<file path="config.mk">
export PLATFORM = sky130hd
export DESIGN_NAME = fa_marker_accumulator
export DESIGN_NICKNAME = d
export VERILOG_FILES = /design/src/rtl/fa_marker_accumulator.sv
export SDC_FILE = /design/constraint.sdc
export NUM_CORES = 1
export LEC_CHECK = 0
export BUFFER_PORTS_ARGS = -buffer_cell sky130_fd_sc_hd__buf_4
export CORE_ASPECT_RATIO = 1.2
export CORE_MARGIN = 1.5
export CORE_UTILIZATION = 36
export CTS_BUF_LIST = sky130_fd_sc_hd__clkbuf_16
export DETAILED_ROUTE_END_ITERATION = 8
export GPL_TIMING_DRIVEN = 0
export PLACE_DENSITY = 0.6
export SYNTH_ARGS = -nofsm -noshare
export SYNTH_HDL_FRONTEND = slang
export SYNTH_SLANG_ARGS = --single-unit
export TNS_END_PERCENT = 5
</file>
<file path="constraint.sdc">
create_clock -name evrClk -period 2.17 [get_ports evrClk]
set_input_delay 0.3255 -clock evrClk [delete_from_list [all_inputs] [get_ports evrClk]]
set_output_delay 0.3255 -clock evrClk [all_outputs]
set_load 0.03 [all_outputs]
</file>
<file path="src/rtl/fa_marker_accumulator.sv">
// ---------------------------------------------------------------------------
// fa_marker_accumulator
//
// Purpose: consumes the EVR fast-acquisition marker in the evrClk domain. It
// sums a signed sample stream over each interval between marker rising edges.
// At every boundary it emits one record (sum, count, saturated) together with
// a single-cycle sumValid strobe.
//
// Optional feature: define FA_ACCUM_TIMEOUT_EN to add a marker watchdog. The
// watchdog drops back to IDLE and raises the sticky lostMarker flag after
// TIMEOUT clocks in ACCUM with no marker edge. Without the macro, lostMarker
// is tied to 0 and ACCUM persists indefinitely.
//
// Ports:
//   evrClk       in   sole clock
//   evrReset     in   synchronous active-high reset
//   marker       in   FA marker (may be stretched; only the rising edge is used)
//   sampleValid  in   sampleData is valid this cycle
//   sampleData   in   signed sample, DATA_WIDTH bits
//   overrunClear in   clears the sticky overrun flag (and lostMarker)
//   sumValid     out  one-cycle strobe marking a new record
//   sum          out  signed sum of the completed interval
//   count        out  samples accepted in the completed interval
//   saturated    out  completed interval hit MAX_COUNT
//   overrun      out  sticky: a sample was dropped
//   synced       out  high while in ACCUM
//   lostMarker   out  sticky watchdog flag
// ---------------------------------------------------------------------------
module fa_marker_accumulator #(
    parameter int DATA_WIDTH  = 16,
    parameter int MAX_COUNT   = 4096,
    parameter int COUNT_WIDTH = $clog2(MAX_COUNT) + 1,
    parameter int SUM_WIDTH   = DATA_WIDTH + COUNT_WIDTH,
    parameter int TIMEOUT     = 2 ** 24
) (
    input  logic                          evrClk,
    input  logic                          evrReset,
    input  logic                          marker,
    input  logic                          sampleValid,
    input  logic signed [DATA_WIDTH-1:0]  sampleData,
    input  logic                          overrunClear,
    output logic                          sumValid,
    output logic signed [SUM_WIDTH-1:0]   sum,
    output logic [COUNT_WIDTH-1:0]        count,
    output logic                          saturated,
    output logic                          overrun,
    output logic                          synced,
    output logic                          lostMarker
);

    typedef enum logic {
        IDLE  = 1'b0,
        ACCUM = 1'b1
    } state_t;

    localparam logic [COUNT_WIDTH-1:0] MaxCnt   = COUNT_WIDTH'(MAX_COUNT);
    localparam logic [COUNT_WIDTH-1:0] CountOne = COUNT_WIDTH'(1);

    state_t                        state_q, state_d;
    logic                          markerDly_q;
    logic signed [SUM_WIDTH-1:0]   accSum_q, accSum_d;
    logic [COUNT_WIDTH-1:0]        accCount_q, accCount_d;
    logic                          accSat_q, accSat_d;
    logic                          sumValid_q, sumValid_d;
    logic signed [SUM_WIDTH-1:0]   sum_q, sum_d;
    logic [COUNT_WIDTH-1:0]        count_q, count_d;
    logic                          saturated_q, saturated_d;
    logic                          overrun_q, overrun_d;

    logic                          markerEdge;
    logic signed [SUM_WIDTH-1:0]   sampleExt;

    assign markerEdge = marker & ~markerDly_q;
    assign sampleExt  = {{(SUM_WIDTH - DATA_WIDTH){sampleData[DATA_WIDTH-1]}}, sampleData};

`ifdef FA_ACCUM_TIMEOUT_EN
    localparam int WD_WIDTH = $clog2(TIMEOUT + 1);
    localparam logic [WD_WIDTH-1:0] WdLast = WD_WIDTH'(TIMEOUT - 1);

    logic [WD_WIDTH-1:0] wd_q, wd_d;
    logic                lostMarker_q, lostMarker_d;
`else
    logic unusedTimeout;
    assign unusedTimeout = (TIMEOUT == 0);
`endif

    // Next-state logic: edge handling, interval restart, sample accumulation
    // with the MAX_COUNT limit, and the sticky flags. A boundary cycle both
    // closes the old interval and starts the new one with its own sample.
    always_comb begin
        state_d     = state_q;
        accSum_d    = accSum_q;
        accCount_d  = accCount_q;
        accSat_d    = accSat_q;
        sumValid_d  = 1'b0;
        sum_d       = sum_q;
        count_d     = count_q;
        saturated_d = saturated_q;
        overrun_d   = overrun_q & ~overrunClear;
`ifdef FA_ACCUM_TIMEOUT_EN
        wd_d         = '0;
        lostMarker_d = lostMarker_q & ~overrunClear;
`endif

        case (state_q)
            IDLE: begin
                accSum_d   = '0;
                accCount_d = '0;
                accSat_d   = 1'b0;
                if (markerEdge) begin
                    state_d = ACCUM;
                    if (sampleValid) begin
                        accSum_d   = sampleExt;
                        accCount_d = CountOne;
                    end
                end
            end

            ACCUM: begin
                if (markerEdge) begin
                    sumValid_d  = 1'b1;
                    sum_d       = accSum_q;
                    count_d     = accCount_q;
                    saturated_d = accSat_q;
                    accSat_d    = 1'b0;
                    accSum_d    = '0;
                    accCount_d  = '0;
                    if (sampleValid) begin
                        accSum_d   = sampleExt;
                        accCount_d = CountOne;
                    end
                end else begin
                    if (sampleValid) begin
                        if (accCount_q < MaxCnt) begin
                            accSum_d   = accSum_q + sampleExt;
                            accCount_d = accCount_q + CountOne;
                        end else begin
                            accSat_d  = 1'b1;
                            overrun_d = 1'b1;
                        end
                    end
`ifdef FA_ACCUM_TIMEOUT_EN
                    // Watchdog expiry wins over any sample in the same cycle:
                    // the partial interval is thrown away.
                    if (wd_q == WdLast) begin
                        state_d      = IDLE;
                        accSum_d     = '0;
                        accCount_d   = '0;
                        accSat_d     = 1'b0;
                        lostMarker_d = 1'b1;
                    end else begin
                        wd_d = wd_q + 1'b1;
                    end
`endif
                end
            end

            default: state_d = IDLE;
        endcase
    end

    // State and output registers, all cleared by the synchronous reset.
    always_ff @(posedge evrClk) begin
        if (evrReset) begin
            state_q     <= IDLE;
            markerDly_q <= 1'b0;
            accSum_q    <= '0;
            accCount_q  <= '0;
            accSat_q    <= 1'b0;
            sumValid_q  <= 1'b0;
            sum_q       <= '0;
            count_q     <= '0;
            saturated_q <= 1'b0;
            overrun_q   <= 1'b0;
        end else begin
            state_q     <= state_d;
            markerDly_q <= marker;
            accSum_q    <= accSum_d;
            accCount_q  <= accCount_d;
            accSat_q    <= accSat_d;
            sumValid_q  <= sumValid_d;
            sum_q       <= sum_d;
            count_q     <= count_d;
            saturated_q <= saturated_d;
            overrun_q   <= overrun_d;
        end
    end

`ifdef FA_ACCUM_TIMEOUT_EN
    // Watchdog counter and its sticky flag.
    always_ff @(posedge evrClk) begin
        if (evrReset) begin
            wd_q         <= '0;
            lostMarker_q <= 1'b0;
        end else begin
            wd_q         <= wd_d;
            lostMarker_q <= lostMarker_d;
        end
    end

    assign lostMarker = lostMarker_q;
`else
    assign lostMarker = 1'b0;
`endif

    assign sumValid  = sumValid_q;
    assign sum       = sum_q;
    assign count     = count_q;
    assign saturated = saturated_q;
    assign overrun   = overrun_q;
    assign synced    = (state_q == ACCUM);

endmodule

</file>
==> summary.md <==
| Metric | Value |
|---|---|
| Worst-Skew Late Latency | `350 ps` |
| Fin Hold WS | `247 ps` |
| Post-synthesis instance total | `659` |
| Via count | `5106` |
| Share of cells above drive strength 1 | `0.204` |
| Post-synth top area share | `0.358` |
| Synth unique cells | `58` |
| Sink Count | `90` |
| Footprint of the multi-input gates | `0.00330 mm^2` |
| RSZ-0062 raised after global routing | `true` |
| Antenna fix cells | `0` |
| Drt total wl | `15300 um` |
| Starting density of the core | `0.367` |
| # fillers | `1370` |
| Post-synth top cells | `nand2_1, a21oi_1, dfxtp_1, nor2_1, o21ai_0` |
| Fin util | `0.466` |
| Rows | `47` |
| DIE AREA | `0.0147 mm^2` |
| Psw | `1.24 mW` |
| Post-Syn Area | `0.00503 mm^2` |
| Max clock buf depth | `2` |
| FF+latch count, synth | `90` |
| Setup-failing EPs final | `7` |
| H-tree depth | `3` |
| Switching Share | `0.291` |
| Core area | `0.0137 mm^2` |
| Setup TNS | `-885 ps` |
| Post-synth top flop | `dfxtp_1` |
| Ports | `68` |
| F_max | `426 MHz` |
| Vias in the first global route | `4807` |
| Power Dens Cells | `671 mW/mm^2` |
| Top-count cell post-synth | `nand2_1` |
| CP max-delay cell | `fa_2` |
| Tmin final | `2350 ps` |
| Worst path max stage delay | `370 ps` |
| Critical Path Start Type | `register` |
| Worst path bufs/invs | `1` |
| Min-Delay Path Class | `in -> reg` |
| Final hold vios | `0` |
| Met1 Track Usage GR | `0.251` |
| Die H | `132 um` |
| Place WS | `-468 ps` |
| Sequential-to-total area share from yosys stat | `0.358` |
| Fin crit share | `1.08` |
| Status | `finished, violations left` |
| Crit end category | `register` |
| Placer Congestion | `0.874` |
| CTS tree | `built` |
| Crit-path max FO | `3` |
| Area growth, synth to finish | `27.0%` |
| Antenna-violating nets left | `0` |
| Dpl cell area | `0.00574 mm^2` |
| Crit-path leading delay family | `compound AO/OA/AOI/OAI gates` |
| Clock slew at reported path FFs | `60 ps` |
| Cts bufs inserted | `9` |
| Setup CP Type | `reg -> reg` |
| Largest net degree at the start of global routing | `16` |
| Leakage Power | `2.49 nW` |
| Detail-routed net length per standard cell | `16.7 um` |
| Synth Area per Inst | `7.63 um^2` |
| Failing checks | `negative setup slack` |
| Drt first-iter violations | `339` |
| First-pass GRT wire length | `24300 um` |
| Final worst slack | `-175 ps` |
| Worst-path cell chain | `ha_4 > fa_2 > a211oi_2 > nor2_2 > o21ai_2 > buf_4 > a311oi_2 > o21bai_1 > a21boi_1 > o31ai_1` |
| Synth warn | `0` |
| FF+latch area | `0.00180 mm^2` |
| Fin nets | `795` |
| Design area | `0.00639 mm^2` |
| Clock group share of total power | `0.391` |
| Met3 usage | `0.0279` |
| Sequential power share | `0.409` |
| Tightest Pin Transition | `644 ps` |
| Clock root cell | `clkbuf_16` |
| GRT Util Overall | `0.204` |
| Antenna violations before repair | `0` |
| Max-cap violations | `0` |
| Worst Skew | `6.64 ps` |
| Slew margin rel. | `0.571` |
| I/O Buffers | `66` |
| Synthesized Nets | `710` |
| DRC Markers | `0` |
| First-pass DRT Iterations | `5` |
| GRT busiest layer | `met2` |
| Post-synth ARST share | `0` |
| GR Overflow Total | `0` |
| Arrival time worst endpoint | `2600 ps` |
| Post-synth EDFFs | `0` |
| GR Util met2 | `0.359` |
| Pins over their slew limit | `0` |
| Die width | `111 um` |
| Synth area leaders | `dfxtp_1, nand2_1, a21oi_1` |
| Combinational group share of total power | `0.200` |
| Internal power | `3.04 mW` |
| Largest area contributor in the netlist | `dfxtp_1` |
| Vias/cell | `5.55` |
| WP data required | `2420 ps` |
| Detailed Place HPWL | `11500 um` |
| Maximum VDD drop | `440 uV` |
[final timing paths]
kind	from	endpoint	slack (ps)	depth (start not counted)
setup reg to reg	accSum_q[0]	accSum_q[20]	-180	10
hold / removal	marker	markerDly_q	250	2
hold reg to reg	sum[8]	sum[8]	450	2
setup / recovery	accSum_q[0]	accSum_q[20]	-180	10
[what timing repair did]
action | in CTS | in global routing
setup endpoints to repair | 26 | 22
setup buffers | 6 | 5
resized for setup | 15 | 40
pin swaps | 18 | 22
hold buffers | 0 | 0
[registers in the layout, indices dropped and copies added, names as in the netlist]
name	flops
accCount_q	13
overrun	1
synced	1
accSum_q	29
count	13
sumValid	1
sum	29
saturated	1
markerDly_q	1
accSat_q	1
[routing by layer]
metal  vias up  share of wire  wire length [um]
met5         -              0                 0
met4         0          0.021               323
met3        24          0.045               690
met2       140           0.50              7650
met1      2421           0.44              6670
li1       2521              -                 -
[metrics by stage]
| step | instances | power [mW] |
|---|---|---|
| after floorplan | 659 | 2.32 |
| after detailed placement | 896 | 2.54 |
| after CTS | 918 | 4.22 |
| after global routing | 920 | 4.46 |
| after global placement | 896 | 2.53 |
| final | 920 | 4.28 |
[placed cells by master, fill, tap and decap left out, types with 3 or more instances in the layout]
master     instances
a211oi_1           5
a211oi_2           5
a21o_1             8
a21oi_1           85
a21oi_2           10
a221oi_1           6
a31oi_1            3
and3_1             6
buf_2              7
buf_4             79
clkbuf_1          21
clkbuf_16          9
dfxtp_1           88
ha_1              21
ha_2               5
ha_4               3
inv_1              5
mux2i_1            3
nand2_1          127
nand2b_1           5
nand3_1            6
nand4_1           15
nor2_1            51
nor2b_1            6
nor3_1            12
o211ai_1           7
o21a_1             3
o21ai_0           42
o21ai_1            6
o21bai_1           4
o22ai_1            3
o31ai_1            3
or3_1              7
xnor2_1           10
xor2_1            14
[final cells by class]
class | instances | share of cell area
plain buffers | 34 | 0.0241
clock buffers | 9 | 0.0353
clock inverters | 7 | 0.0145
inverters | 6 | 0.00353
multi-input cells | 526 | 0.516
flip-flops and latches | 90 | 0.282
well taps | 171 | 0.0335
repair buffers | 77 | 0.0905
[worst register-to-register path: stages (launching register included)]
cell,delay [ps]
dfxtp_2,330
ha_4,160
fa_2,370
a211oi_2,270
nor2_2,80
o21ai_2,260
buf_4,160
a311oi_2,100
o21bai_1,210
a21boi_1,100
o31ai_1,210
[power by group through the flow]
stage	combinational, mW	sequential, mW	clock [mW]
floorplan	0.529	1.79	0
global placement	0.742	1.79	0
detailed placement	0.754	1.79	0
CTS	0.780	1.75	1.69
global route	0.934	1.76	1.76
finish	0.855	1.75	1.68
[cells by family (layout without fill, tap and decap cells)]
| logic type | Yosys count | after routing | share of synthesized area |
|---|---|---|---|
| AOI/OAI and AO/OA | 216 | 216 | 0.261 |
| xor gates and xnor gates | 26 | 26 | 0.0453 |
| adders and majority gates | 30 | 30 | 0.0761 |
| buffers and inverters | 43 | 133 | 0.0351 |
| DFF | 90 | 90 | 0.358 |
| muxes | 3 | 3 | 0.00597 |
| other | 1 | 1 | 0.000746 |
| and+or+nand+nor | 250 | 250 | 0.218 |
Power figures use the tool's default switching activity.
